<file path="src/rtl/regfile_writeback.sv">
// Register-file writeback arbiter: two result ports feed an in-order queue that is
// drained through a SETUP/STROBE write sequence giving a clean one-cycle write_en.
module regfile_writeback #(
   parameter int BitWidth = 32,
   parameter int NumReg = 32,
   parameter int Depth = 4,
   localparam int RegSelWidth = $clog2(NumReg)
) (
   input  logic                   clk,
   input  logic                   rst,
   input  logic                   in0_valid,
   output logic                   in0_ready,
   input  logic [RegSelWidth-1:0] in0_dest,
   input  logic [BitWidth-1:0]    in0_data,
   input  logic                   in1_valid,
   output logic                   in1_ready,
   input  logic [RegSelWidth-1:0] in1_dest,
   input  logic [BitWidth-1:0]    in1_data,
   output logic [BitWidth-1:0]    write_data,
   output logic [RegSelWidth-1:0] write_dest,
   output logic                   write_en,
   output logic [NumReg-1:0]      pending_mask,
   output logic                   busy
);

   localparam int PtrWidth = $clog2(Depth);
   localparam int CntWidth = PtrWidth + 1;
   localparam logic [NumReg-1:0] OneHotZero = NumReg'(1);

   typedef enum logic [1:0] {
      IDLE,
      SETUP,
      STROBE
   } state_e;

   state_e                 state_q, state_d;
   logic [CntWidth-1:0]    count_q, count_d;
   logic [PtrWidth-1:0]    wr_ptr_q, wr_ptr_d;
   logic [PtrWidth-1:0]    rd_ptr_q, rd_ptr_d;
   logic [RegSelWidth-1:0] dest_q [Depth];
   logic [RegSelWidth-1:0] dest_d [Depth];
   logic [BitWidth-1:0]    data_q [Depth];
   logic [BitWidth-1:0]    data_d [Depth];
   logic [RegSelWidth-1:0] write_dest_q, write_dest_d;
   logic [BitWidth-1:0]    write_data_q, write_data_d;
   logic                   write_en_q, write_en_d;

   logic [CntWidth-1:0]    free;
   logic                   in0_push;
   logic                   in1_push;
   logic                   pop;
   logic [PtrWidth-1:0]    in1_slot;
   logic [PtrWidth-1:0]    offset;

   // Readiness only looks at occupancy; in1 yields its last free slot to in0.
   always_comb begin
      free      = CntWidth'(Depth) - count_q;
      in0_ready = rst && (free != '0);
      in0_push  = in0_valid && in0_ready && (in0_dest != '0);
      in1_ready = rst && ((free >= CntWidth'(2)) || ((free != '0) && !in0_push));
      in1_push  = in1_valid && in1_ready && (in1_dest != '0);
      pop       = (count_q != '0) && (state_q != SETUP);
   end

   always_comb begin
      state_d      = state_q;
      count_d      = count_q;
      wr_ptr_d     = wr_ptr_q;
      rd_ptr_d     = rd_ptr_q;
      dest_d       = dest_q;
      data_d       = data_q;
      write_dest_d = write_dest_q;
      write_data_d = write_data_q;
      write_en_d   = 1'b0;
      in1_slot     = wr_ptr_q + PtrWidth'(in0_push);

      if (in0_push) begin
         dest_d[wr_ptr_q] = in0_dest;
         data_d[wr_ptr_q] = in0_data;
      end
      if (in1_push) begin
         dest_d[in1_slot] = in1_dest;
         data_d[in1_slot] = in1_data;
      end
      wr_ptr_d = wr_ptr_q + PtrWidth'(in0_push) + PtrWidth'(in1_push);

      if (pop) begin
         write_dest_d = dest_q[rd_ptr_q];
         write_data_d = data_q[rd_ptr_q];
         rd_ptr_d     = rd_ptr_q + PtrWidth'(1);
      end
      count_d = count_q + CntWidth'(in0_push) + CntWidth'(in1_push) - CntWidth'(pop);

      case (state_q)
         IDLE:    state_d = pop ? SETUP : IDLE;
         SETUP: begin
            state_d    = STROBE;
            write_en_d = 1'b1;
         end
         STROBE:  state_d = pop ? SETUP : IDLE;
         default: state_d = IDLE;
      endcase
   end

   // A queue slot counts as live when its distance from the read pointer is below count.
   always_comb begin
      pending_mask = '0;
      offset       = '0;
      for (int i = 0; i < Depth; i++) begin
         offset = PtrWidth'(i) - rd_ptr_q;
         if ({1'b0, offset} < count_q) begin
            pending_mask = pending_mask | (OneHotZero << dest_q[i]);
         end
      end
      if (state_q != IDLE) begin
         pending_mask = pending_mask | (OneHotZero << write_dest_q);
      end
   end

   always_ff @(posedge clk or negedge rst) begin
      if (!rst) begin
         state_q      <= IDLE;
         count_q      <= '0;
         wr_ptr_q     <= '0;
         rd_ptr_q     <= '0;
         write_dest_q <= '0;
         write_data_q <= '0;
         write_en_q   <= 1'b0;
      end else begin
         state_q      <= state_d;
         count_q      <= count_d;
         wr_ptr_q     <= wr_ptr_d;
         rd_ptr_q     <= rd_ptr_d;
         write_dest_q <= write_dest_d;
         write_data_q <= write_data_d;
         write_en_q   <= write_en_d;
      end
   end

   // Payload storage needs no reset: occupancy is tracked by count and the pointers.
   always_ff @(posedge clk) begin
      dest_q <= dest_d;
      data_q <= data_d;
   end

   assign write_dest = write_dest_q;
   assign write_data = write_data_q;
   assign write_en   = write_en_q;
   assign busy       = (count_q != '0) || (state_q != IDLE);

endmodule

</file>
<file path="config.mk">
export PLATFORM = sky130hd
export DESIGN_NAME = regfile_writeback
export DESIGN_NICKNAME = d
export VERILOG_FILES = /design/src/rtl/regfile_writeback.sv
export SDC_FILE = /design/constraint.sdc
export NUM_CORES = 1
export LEC_CHECK = 0
export BUFFER_PORTS_ARGS = -buffer_cell sky130_fd_sc_hd__clkbuf_2
export CAP_MARGIN = 40
export CORE_MARGIN = 8
export CORE_UTILIZATION = 39
export CTS_BUF_LIST = sky130_fd_sc_hd__clkbuf_8
export DETAILED_ROUTE_END_ITERATION = 7
export GPL_ROUTABILITY_DRIVEN = 0
export GPL_TIMING_DRIVEN = 1
export PLACE_DENSITY = 0.67
export SKIP_CTS_REPAIR_TIMING = 1
export SLEW_MARGIN = 20
export SYNTH_ARGS = -nofsm -noshare
export SYNTH_HDL_FRONTEND = slang
export SYNTH_SLANG_ARGS = --single-unit
</file>
<file path="constraint.sdc">
create_clock -name clk -period 3.1 [get_ports clk]
set_input_delay 0.155 -clock clk [delete_from_list [all_inputs] [get_ports clk]]
set_output_delay 0.155 -clock clk [all_outputs]
set_load 0.05 [all_outputs]
</file>
==> flow_metrics.tcl <==
set metrics [dict create \
    fill_cells 2569 \
    start_util_pct 39.2 \
    grt_pass1_wl_um 47600 \
    dpl_cell_area_mm2 0.0130 \
    dieArea_mm2 0.0342 \
    tns_ns 0 \
    crit_end "pending_mask[5]" \
    switching_share_pct 42.3 \
    cpMaxStageDelayCell "nor4_2" \
    top_usage_layer "met2" \
    syn_area_per_cell_um2 12.0 \
    p_int_mw 10.4 \
    final_area_mm2 0.0140 \
    outcome "finished, final reports clean" \
    area_growth_pct 25.6 \
    period_minus_slack_ns 3.02 \
    hpwl_um 21900 \
    critPathArrivalTime_ns 2.86 \
    h-tree-depth 4 \
    power_density_mw_per_mm2 1290 \
    vdd_drop_max_mv 0.673 \
    synthCells 926 \
    overflow 0 \
    async_reset_ff_share_pct 23.7 \
    vias 8499 \
    ys_warn_count 0 \
    cp_cell_sequence "inv_1 -> buf_4 -> ha_1 -> a211oi_4 -> buf_4 -> nor4_2 -> buf_4 -> a22oi_1 -> nand3_1 -> buf_12" \
    pwr-share-clk_pct 10.5 \
    drt_pass1_iterations 6 \
    grt_max_degree 41 \
    cts_tree "built" \
    met3_usage_pct 4.61 \
    synth.top_cell.area_share_pct 30.1 \
    fin_crit_sh_pct 97.3 \
    setup_slack_ns 0.0837 \
    synth.distinct_cells 52 \
    rr_endpoint "count_q[2]$_DFF_PN0_" \
    layout-drive-gt1-share_pct 55.5 \
    path_clk_slew_ns 0.10 \
    die_y_um 185 \
    drv_cap 0 \
    criticalPathCategory "reg -> out" \
    postRouteAntennaNets 0 \
    grt_usage_pct 17.9 \
    routedWlPerCell_um 20.5 \
    routed_wl_um 31200 \
    worst_slew_pin_slew_ns 0.776 \
    rows 62 \
    synth_nets 1017 \
    final_util_pct 49.2 \
    clock_skew_ns 0.0119 \
    io_buffers 150 \
    worst_r2r_path_depth 12 \
    critPathMaxFanout 5 \
    power_switching_mw 7.62 \
    nNetsFinal 1214 \
    cts_root_buffer "clkbuf_8" \
    worst_slew_margin_rel_pct 48.2 \
    antenna_found_initial 2 \
    grt_setup_unrepaired "yes" \
    whs_path_depth 3 \
    core_mm2 0.0284 \
    combPwrFrac_pct 62.1 \
    crit_required_ns 2.94 \
    worstHoldPathType "in -> reg" \
    critPathCaptureType "output port" \
    crit_top_cell "buf_4" \
    use_met2_pct 30.4 \
    clk_latency_ns 0.47 \
    drc 0 \
    power_frac_seq_pct 27.4 \
    setup_viol 0 \
    r2r-start "count_q[0]$_DFF_PN0_" \
    reg2reg_slack_ns 0.13 \
    netlist_area_mm2 0.0111 \
    cts.path.max_buffers 2 \
    slew_violations 0 \
    use_met1_pct 21.9 \
    worst_path_largest_cell_delay_ns 0.49 \
    dp_slack_ns 0.124 \
    synth_area_leaders "mux2_2 (30%), dfxtp_1 (27%), dfrtp_1 (10%), mux4_2 (7.5%), mux2_4 (3.5%)" \
    regArea_mm2 0.00412 \
    cp-start-kind "flop" \
    yosysSeqAreaShare_pct 37.0 \
    cts_made_buffers 17 \
    ys_ff_latch 194 \
    multi_input_area_mm2 0.00678 \
    grt_pass1_vias 8466 \
    synth-main-ff-cell "dfxtp_1" \
    cts_num_sinks 194 \
    routed_via_density 5.59 \
    p_leak_nw 5.76 \
    hold_viol 0 \
    finalPower_mw 18.0 \
    yosys.area.top_type "mux2_2" \
    synth_edf_count 0 \
    drtIter0Drc 737 \
    crit_start "count_q[1]$_DFF_PN0_" \
    fmax_mhz 332 \
    die_w_um 185 \
    io_pins 151 \
]
Yosys cell counts, types with 4 or more instances:
cell       count
a2111oi_0      9
a2111oi_2      4
a211oi_1       4
a221oi_1      12
a22oi_1       35
a32oi_1        5
and3_1         4
buf_1          8
buf_2         18
buf_4          9
clkbuf_1      20
dfrtp_1       46
dfxtp_1      148
ha_1          11
inv_1         18
mux2_1         9
mux2_2       297
mux2_4        26
mux4_2        37
nand2_1       40
nand2b_1       9
nand3_1       43
nand4_1        8
nor2_1        19
nor2b_1       20
nor3_1        14
nor3b_1        7
nor4_1         4
xnor2_1        6
critical path: cells and delay by family, from the launching register on:
kind                     cells  cell delay (ns)
buffers and inverters        5             0.79
AND/OR/NAND/NOR              2             0.68
flip-flops                   1             0.39
adder cells (fa/ha/maj)      1             0.35
AO/OA/AOI/OAI                2             0.19
cell usage in the layout, fill, tap and decap left out, types with 11 or more instances in the layout:
| master | netlist | layout |
|---|---|---|
| nor3_1 | 14 | 14 |
| clkbuf_2 | 0 | 120 |
| buf_12 | 0 | 37 |
| inv_1 | 18 | 19 |
| a22oi_1 | 35 | 35 |
| dfrtp_1 | 46 | 43 |
| nor2b_1 | 20 | 15 |
| mux2_2 | 297 | 297 |
| nand3_1 | 43 | 40 |
| mux4_2 | 37 | 37 |
| dlygate4sd3_1 | 0 | 38 |
| clkbuf_8 | 0 | 19 |
| buf_4 | 9 | 38 |
| ha_1 | 11 | 11 |
| nand2_1 | 40 | 40 |
| mux2_4 | 26 | 26 |
| nor2_1 | 19 | 18 |
| dfxtp_1 | 148 | 148 |
sequential cells by signal, indices dropped and copies added, names as in the netlist:
register    flops
rd_ptr_q        2
write_dest      5
write_data     32
wr_ptr_q        2
count_q         3
dest_q         20
data_q        128
state_q         2
power groups by stage:
stage / combinational, mW / sequential, mW / clock (mW)
2_1_floorplan: 7.04 / 5.39 / 0
3_3_place_gp: 10.6 / 4.90 / 0
3_5_place_dp: 10.8 / 4.96 / 0
4_1_cts: 10.8 / 4.90 / 1.94
5_1_grt: 11.8 / 5.12 / 2.04
6_report: 11.2 / 4.93 / 1.89
worst min-delay path by stage:
| stage | startpoint | end |
|---|---|---|
| finish | in0_data[14] | data_q[14]$_DFF_P_ |
| detailed placement | rst | count_q[1]$_DFF_PN0_ |
| floorplan | rst | count_q[0]$_DFF_PN0_ |
| global route | in0_data[17] | data_q[17]$_DFF_P_ |
| global placement | rst | count_q[1]$_DFF_PN0_ |
| CTS | rst | write_dest[0]$_DFFE_PN0P_ |
cell type report:
type / count / area share, %
multi-input combinational: 655 / 48.5
sequential: 194 / 29.5
timing repair buffer: 237 / 14.7
tap: 384 / 3.44
clock buffer: 19 / 1.87
clock inverter: 13 / 1.47
inverter: 18 / 0.484
antenna: 1 / 0.0179
per-layer routing:
layer / vias to the layer above / wire length [µm]
li1: 3914 / -
met1: 4136 / 13000
met2: 367 / 15100
met3: 80 / 2270
met4: 2 / 799
met5: - / 13
cells by family (layout without fill, tap and decap cells):
kind of cell,after synthesis,in the layout,share of synthesized area (%)
xor gates and xnor gates,7,7,0.551
and+or+nand+nor,187,187,9.35
other,0,1,0
adders and majority gates,13,13,1.60
buffers and inverters,77,287,3.48
DFF,194,194,37.0
AOI/OAI and AO/OA,79,79,6.04
muxes,369,369,42.0
stage by stage:
step	instances	hold slack [ns]
floorplan	926	-0.141
global placement	1443	0.165
detailed placement	1446	0.170
CTS	1478	-0.361
global route	1520	0.0546
finish	1521	0.0594
(Power assumes the default switching activity.)
